===== config.mk =====
export PLATFORM = sky130hd
export DESIGN_NAME = reg_scoreboard
export DESIGN_NICKNAME = d
export VERILOG_FILES = /design/src/rtl/reg_scoreboard.sv
export SDC_FILE = /design/constraint.sdc
export NUM_CORES = 1
export LEC_CHECK = 0
export ABC_AREA = 1
export ABC_CLOCK_PERIOD_IN_PS = 6950
export BUFFER_PORTS_ARGS = -buffer_cell sky130_fd_sc_hd__buf_2
export CORE_MARGIN = 2
export CORE_UTILIZATION = 49
export CTS_BUF_LIST = sky130_fd_sc_hd__clkbuf_2
export DETAILED_ROUTE_END_ITERATION = 10
export PLACE_DENSITY = 0.71
export SETUP_SLACK_MARGIN = 0.1
export SYNTH_ARGS = -nofsm -noshare
export SYNTH_HDL_FRONTEND = slang
export SYNTH_SLANG_ARGS = --single-unit

===== constraint.sdc =====
create_clock -name clk -period 6.95 [get_ports clk]
set_input_delay 0.695 -clock clk [delete_from_list [all_inputs] [get_ports clk]]
set_output_delay 0.695 -clock clk [all_outputs]
set_load 0.01 [all_outputs]

===== src/rtl/reg_scoreboard.sv =====
// Register scoreboard: tracks pending writes per architectural register and
// stalls issue on RAW/WAW hazards, with same-cycle writeback bypass.
module reg_scoreboard #(
  parameter int unsigned ADDR_BITS = 5,
  parameter int unsigned NUM_REGS  = 32,
  parameter int unsigned STALL_W   = 16
) (
  input  logic                 clk,
  input  logic                 rst,
  input  logic                 issue_valid,
  input  logic [ADDR_BITS-1:0] issue_rd,
  input  logic [ADDR_BITS-1:0] issue_rs1,
  input  logic [ADDR_BITS-1:0] issue_rs2,
  input  logic [ADDR_BITS-1:0] issue_rs3,
  output logic                 issue_ready,
  input  logic                 wb_valid,
  input  logic [ADDR_BITS-1:0] wb_rd,
  input  logic                 flush,
  output logic [NUM_REGS-1:0]  busy_vec,
  output logic [ADDR_BITS:0]   inflight_cnt,
  output logic [STALL_W-1:0]   stall_cnt,
  output logic                 wb_err
);

  logic [NUM_REGS-1:0] wb_mask;
  logic [NUM_REGS-1:0] set_mask;
  logic [NUM_REGS-1:0] eff_busy;
  logic [NUM_REGS-1:0] busy_d;
  logic [ADDR_BITS:0]  inflight_d;
  logic                issue_fire;
  logic                wb_bad;
  logic                stall_inc;

  // Index 0 is excluded from both masks, so bit 0 can never become busy.
  always_comb begin
    wb_mask = '0;
    for (int unsigned i = 1; i < NUM_REGS; i++) begin
      wb_mask[i] = wb_valid && (wb_rd == ADDR_BITS'(i));
    end
  end

  always_comb begin
    set_mask = '0;
    for (int unsigned i = 1; i < NUM_REGS; i++) begin
      set_mask[i] = issue_fire && (issue_rd == ADDR_BITS'(i));
    end
  end

  assign eff_busy    = busy_vec & ~wb_mask;
  assign issue_ready = !flush && !eff_busy[issue_rs1] && !eff_busy[issue_rs2] &&
                       !eff_busy[issue_rs3] && !eff_busy[issue_rd];
  assign issue_fire  = issue_valid && issue_ready;

  // Set is applied after clear so a same-cycle set/clear leaves the bit set.
  always_comb begin
    busy_d = '0;
    if (!flush) begin
      busy_d = (busy_vec & ~wb_mask) | set_mask;
    end
  end

  always_comb begin
    inflight_d = '0;
    for (int unsigned i = 0; i < NUM_REGS; i++) begin
      inflight_d = inflight_d + {{ADDR_BITS{1'b0}}, busy_d[i]};
    end
  end

  assign wb_bad    = wb_valid && (wb_rd != '0) && !busy_vec[wb_rd];
  assign stall_inc = issue_valid && !issue_ready && !flush && (stall_cnt != '1);

  always_ff @(posedge clk or posedge rst) begin
    if (rst) begin
      busy_vec     <= '0;
      inflight_cnt <= '0;
      stall_cnt    <= '0;
      wb_err       <= 1'b0;
    end else begin
      busy_vec     <= busy_d;
      inflight_cnt <= inflight_d;
      if (stall_inc) begin
        stall_cnt <= stall_cnt + STALL_W'(1);
      end
      if (wb_bad) begin
        wb_err <= 1'b1;
      end
    end
  end

endmodule


After elaboration in Yosys (flattened, before gate mapping)
Cells that the tools add are included.
{"block": "totals", "ram_bits": 0, "out_inout_bits": 56, "n_memories": 0, "romBits": 0, "reg_bits": 55, "latch_bits": 0, "elab_cells": 198, "input_bits": 30}
{"block": "classes", "muxes": 11, "div_mod_pow": 0, "n_shift": 0, "magnitude_cmp": 5, "n_eq_ne": 63, "add_sub_neg": 32, "bitwise_logic": 3, "multipliers": 0, "reduce_logical": 80}
{"operator": "$eq A5 B5 Y1 const B", "n": 32}
{"operator": "$add A6 B1 Y6", "n": 26}
{"operator": "$eq A5 B4 Y1 const B", "n": 16}
{"operator": "$logic_and A1 B1 Y1", "n": 72}
{"operator": "$eq A5 B3 Y1 const B", "n": 8}
{"operator": "$and A32 B32 Y32", "n": 1}
{"operator": "$mux W32", "n": 1}
{"operator": "$not A32 Y32", "n": 1}
{"operator": "$or A32 B32 Y32", "n": 1}
{"operator": "$lt A5 B6 Y1 const B", "n": 5}
{"operator": "$bmux W1 S5", "n": 5}
{"operator": "$eq A5 B2 Y1 const B", "n": 4}
{"operator": "$add A16 B1 Y16 const B", "n": 1}
{"operator": "$ne A16 B16 Y1 const B", "n": 1}
{"operator": "$eq A5 B1 Y1 const B", "n": 2}
{"operator": "$logic_not A1 Y1", "n": 7}
{"operator": "$add A5 B1 Y6", "n": 1}
{"operator": "$add A4 B1 Y5", "n": 1}
{"operator": "$mux W1", "n": 5}
{"operator": "$reduce_bool A5 Y1", "n": 1}
{"operator": "$add A3 B1 Y4", "n": 1}
{"operator": "$add A2 B1 Y3", "n": 1}
{"operator": "$add A1 B1 Y2", "n": 1}

Depth between registers and ports, before layout
{"block": "logic_depth", "depth_word": 46, "ltp_mapped": 34, "depth_no_buf": 32}

Worst setup path after synthesis
OpenSTA, ideal clock, no wires.
{"block": "synth_path", "kind": "input to register", "start": "in issue_rs1[0]", "end": "reg inflight_cnt[4]", "t_required_ns": 6.829, "stages": 27, "path_slack_ns": 0.627, "n_path_buf": 3, "arrival_time_ns": 6.202, "setup_time_ns": 0.121, "path_cell_list": "clkbuf_1 inv_1 clkbuf_1 nand2_1 nand3_1 nand2_1 nand2_1 nand3_1 nand3_1 nand2_1 nor2_2 buf_2 nand4_1 a21oi_1 fa_1 inv_1 fa_1 fa_1 fa_1 fa_1 inv_1 fa_1 ha_1 inv_1 fa_1 o21a_1 xor2_1"}
{"block": "synth_between", "word_cells_on_any_way": 72, "cone_classes": "add/sub: 31; mux: 3; bitwise: 1; reduce/logical: 37"}
{"element": "from (decl)", "line_no": "12", "rtl": "input logic [ADDR_BITS-1:0] issue_rs1,"}
{"element": "$bmux W1 S5", "line_no": "50", "rtl": "assign issue_ready = !flush && !eff_busy[issue_rs1] && !eff_busy[issue_rs2] &&"}
{"element": "$mux W1 (not written as such)", "line_no": "50"}
{"element": "$logic_not A1 Y1", "line_no": "50"}
{"element": "$logic_and A1 B1 Y1 (3 in a row)", "line_no": "50"}
{"element": "$logic_and A1 B1 Y1", "line_no": "51", "rtl": "!eff_busy[issue_rs3] && !eff_busy[issue_rd];"}
{"element": "$logic_and A1 B1 Y1", "line_no": "52", "rtl": "assign issue_fire = issue_valid && issue_ready;"}
{"element": "$logic_and A1 B1 Y1", "line_no": "45", "rtl": "set_mask[i] = issue_fire && (issue_rd == ADDR_BITS'(i));"}
{"element": "$or A32 B32 Y32", "line_no": "58", "rtl": "busy_d = (busy_vec & ~wb_mask) | set_mask;"}
{"element": "$mux W32", "line_no": "57", "rtl": "if (!flush) begin"}
{"element": "via busy_d[9]", "line_no": "28", "rtl": "logic [NUM_REGS-1:0] busy_d;"}
{"element": "$add A6 B1 Y6 (23 in a row)", "line_no": "65", "rtl": "inflight_d = inflight_d + {{ADDR_BITS{1'b0}}, busy_d[i]};"}
{"element": "via inflight_d[4]", "line_no": "29", "rtl": "logic [ADDR_BITS:0] inflight_d;"}
{"element": "to (signal assigned)", "line_no": "80", "rtl": "inflight_cnt <= inflight_d;"}
{"element": "to (decl)", "line_no": "20", "rtl": "output logic [ADDR_BITS:0] inflight_cnt,"}
The timed path passes the listed nets, and every way through them passes these cells. The select of a mux whose other input is x is not followed.
A chain may end at the register's enable or synchronous reset.

Worst setup path after layout
{"block": "layout_path", "start": "in wb_rd[1]", "end": "reg inflight_cnt[4]"}
{"block": "layout_between", "word_cells_on_any_way": 145, "cone_classes": "add/sub: 31; eq/ne: 31; mux: 9; bitwise: 3; reduce/logical: 71"}
{"element": "from (decl)", "line_no": "17", "rtl": "input logic [ADDR_BITS-1:0] wb_rd,"}
{"element": "$eq A5 B1 Y1, or another cell as far along", "line_no": "38", "rtl": "wb_mask[i] = wb_valid && (wb_rd == ADDR_BITS'(i));"}
{"element": "$logic_and A1 B1 Y1", "line_no": "38"}
{"element": "$not A32 Y32 *", "line_no": "49, 58"}
{"element": "$and A32 B32 Y32 *", "line_no": "49, 58"}
{"element": "$bmux W1 S5", "line_no": "50"}
{"element": "$mux W1 (not written as such)", "line_no": "50"}
{"element": "$logic_not A1 Y1", "line_no": "50"}
{"element": "$logic_and A1 B1 Y1 (3 in a row)", "line_no": "50"}
{"element": "$logic_and A1 B1 Y1", "line_no": "51"}
{"element": "$logic_and A1 B1 Y1", "line_no": "52"}
{"element": "$logic_and A1 B1 Y1", "line_no": "45"}
{"element": "$or A32 B32 Y32 *", "line_no": "58"}
{"element": "$mux W32 *", "line_no": "57"}
{"element": "via busy_d[5]", "line_no": "28"}
{"element": "$add A5 B1 Y6 *", "line_no": "65"}
{"element": "$add A6 B1 Y6 * (26 in a row)", "line_no": "65"}
{"element": "via inflight_d[4]", "line_no": "29"}
The timed path passes the listed nets; every way through them passes the cells marked *. The select of a mux whose other input is x is not followed.

==> summary.md <==
| Metric | Value |
|---|---|
| Outcome | `complete, no violations` |
| GR peak layer | `met2` |
| Clock Sink Count | `55` |
| Hold WC Path Type | `in2async` |
| Worst vdd ir | `0.00009296 V` |
| Met1 usage | `46.81%` |
| ANT nets after route | `0` |
| Core Area | `10,840 um^2` |
| Max Root-Sink Buffers | `2` |
| Antenna violations before repair | `0` |
| Starting DRT DRC Count | `1,053` |
| Vias in the first global route | `5,731` |
| Mapped Nets | `916` |
| Synth warn | `0` |
| Die ar. | `11,920 um^2` |
| Ant. Diodes | `0` |
| Min Tclk post-route | `6503 ps` |
| Required @ worst endpoint | `7400 ps` |
| FF+latch count, synth | `55` |
| Final nets | `1,013` |
| Initial Util | `50.01%` |
| H-tree depth | `2` |
| Vias | `6,335` |
| P_leak | `0.003425 uW` |
| Clock transition at path regs | `320 ps` |
| WP data arrival | `6950 ps` |
| Slew HR | `51.28%` |
| Grt ovf | `0` |
| Drc violations | `0` |
| Avg Cell Area, Syn | `6.348 um^2` |
| CP max FO | `27` |
| Max-slew violation count | `0` |
| Pwr/cell area | `115.4 nW/um^2` |
| Number of port buffers | `85` |
| Final hold slack | `324.3 ps` |
| Slowest cell on crit path | `fa_1` |
| All-layer global routing usage | `33.91%` |
| Ports | `86` |
| Largest net degree at the start of global routing | `56` |
| FP Rows | `38` |
| Distinct cells, synth | `33` |
| Crit. End Element | `register` |
| Crit-path max cell delay | `520 ps` |
| Slew @ Worst Pin | `730.8 ps` |
| Period utilization | `93.57%` |
| DR WL/cell | `17.72 um` |
| Share of cells above drive strength 1 | `16.39%` |
| Drt total wl | `19,350 um` |
| Initial DRT Pass Iterations | `6` |
| Final setup viols | `0` |
| Hpwl dp | `14,700 um` |
| F_max | `0.1538 GHz` |
| Ys flop type | `dfrtp_1` |
| Max-cap violations | `0` |
| First-pass GRT wire length | `30,660 um` |
| Total power | `728.9 uW` |
| Post-synthesis cell count | `854` |
| Global-route track usage on met3 | `8.308%` |
| Synth async-reset ratio | `100.0%` |
| Final hold vios | `0` |
| Synthesis-to-finish area growth | `16.52%` |
| Clock buffer count from CTS | `5` |
| Number of synthesized flops with an enable pin | `0` |
| Via/cell ratio | `5.801` |
| Kind of critical path | `in2reg` |
| CTS tree | `built` |
| Clock Skew | `18.96 ps` |
| Clk root buf | `clkbuf_2` |
| Seq/Total Area, Yosys | `25.39%` |
| Reg2reg start | `busy_vec[31]` |
| RSZ-0062 raised after global routing | `false` |
| Worst-skew pair later-pin latency | `500 ps` |
| Die Height | `109.2 um` |
| CP startpoint | `wb_rd[1]` |
| Met2 Usage GRT | `50.58%` |
| Filler cell count | `1,129` |
| Synthesized cell area | `5421 um^2` |
| CP startpoint kind | `input pin` |
| Die span in x | `109.2 um` |
| Routability cong. | `1.008` |
[metrics by stage]
step	std cells	setup TNS (ps)	util, %	cell area, um^2	worst slack [ps]
2_1_floorplan	854	0	-	5421	626.6
5_1_grt	1092	0	58.28	6317	106.0
3_3_place_gp	1084	-468.7	57.53	6236	-172.9
3_5_place_dp	1084	-420.2	57.53	6236	-166.7
6_report	1092	0	58.28	6317	446.8
4_1_cts	1092	0	58.18	6307	372.8
[layout make-up]
class / instances / area [um^2] / area share [%]
flip-flops and latches: 55 / 1376 / 21.79
clock inverters: 3 / 46.29 / 0.7328
multi-input cells: 681 / 3580 / 56.66
inverters: 79 / 296.5 / 4.694
repair buffers: 129 / 818.3 / 12.95
well taps: 140 / 175.2 / 2.773
clock buffers: 5 / 25.02 / 0.3961
[path summary, 6_finish.rpt]
| kind | to | slack (ps) | cells past startpoint |
|---|---|---|---|
| min in group clk | wb_err | 460 | 3 |
| hold / removal | wb_err | 320 | 3 |
| setup / recovery | inflight_cnt[4] | 450 | 29 |
| max in group asynchronous | busy_vec[8] | 6130 | 3 |
| hold reg to reg | wb_err | 500 | 2 |
| setup reg to reg | inflight_cnt[4] | 710 | 25 |
[sequential cells by signal, indices dropped and copies added (netlist names)]
name,count
stall_cnt,16
inflight_cnt,6
busy_vec,32
wb_err,1
[worst max-delay path, delay by kind of cell]
family,cells,cell delay (ps)
compound gates,2,480
xor+xnor,1,140
simple gates,13,1610
fa+ha+maj,8,3480
buf+inv,5,520
[synth_stat cells, types with 2 or more instances]
| library cell | n | share of area (%) |
|---|---|---|
| nand2_1 | 298 | 21 |
| dfrtp_1 | 55 | 25 |
| ha_1 | 8 | 1.8 |
| inv_1 | 74 | 5.1 |
| buf_4 | 4 | 0.55 |
| nand3_1 | 114 | 11 |
| nor4_1 | 2 | 0.23 |
| o21ai_0 | 9 | 0.83 |
| buf_1 | 3 | 0.21 |
| a31oi_1 | 3 | 0.35 |
| a21oi_1 | 45 | 4.2 |
| nor3_1 | 17 | 1.6 |
| nand2_2 | 2 | 0.23 |
| a22oi_1 | 14 | 1.9 |
| xnor2_1 | 6 | 0.97 |
| xor2_1 | 10 | 1.6 |
| o21ai_1 | 2 | 0.18 |
| fa_1 | 24 | 8.9 |
| nor2_1 | 66 | 4.6 |
| nand4_1 | 48 | 5.5 |
| buf_2 | 8 | 0.74 |
| inv_2 | 4 | 0.28 |
| clkbuf_1 | 23 | 1.6 |
| nor2_2 | 6 | 0.69 |
[report_power, final]
group	internal [uW]	switching [uW]
clock	62.0	118
combinational	67.1	133
sequential	333	16.0
total	462	267
[routing by layer]
layer  share of wire (%)  up-vias
li1                    -     2993
met1                  39     2869
met2                  44      407
met3                  12       66
met4                 4.3        0
met5                   0        -
[cell usage in the layout (no fill, tap or decap), drive strengths merged]
cell      count
nand2       300
or2           1
nor3         17
o211ai        1
nor4          2
a31oi         3
nand4        48
nor4b         1
nor2         73
clkbuf        5
clkinvlp      1
buf         129
xnor2         6
a21oi        45
xor2         10
fa           24
dfrtp        55
inv          79
o41ai         1
bufinv        1
o21a          1
a22oi        14
ha            8
nand3       115
o21ai        11
clkinv        1
[logic make-up after synthesis]
logic type / Yosys count / share of synthesized area, %
adder cells (fa/ha/maj): 32 / 10.71
flip-flops: 55 / 25.39
AO/OA/AOI/OAI: 76 / 7.893
XOR/XNOR: 16 / 2.585
AND/OR/NAND/NOR: 557 / 44.66
buffers and inverters: 118 / 8.770
[repair_timing]
| action | CTS | global route |
|---|---|---|
| hold buffers | 0 | 0 |
| setup endpoints to repair | 0 | 3 |
| endpoints found under the hold margin | 0 | 0 |
| setup buffers | 0 | 0 |
| gates resized for setup | 0 | 3 |
(Power assumes the default switching activity.)
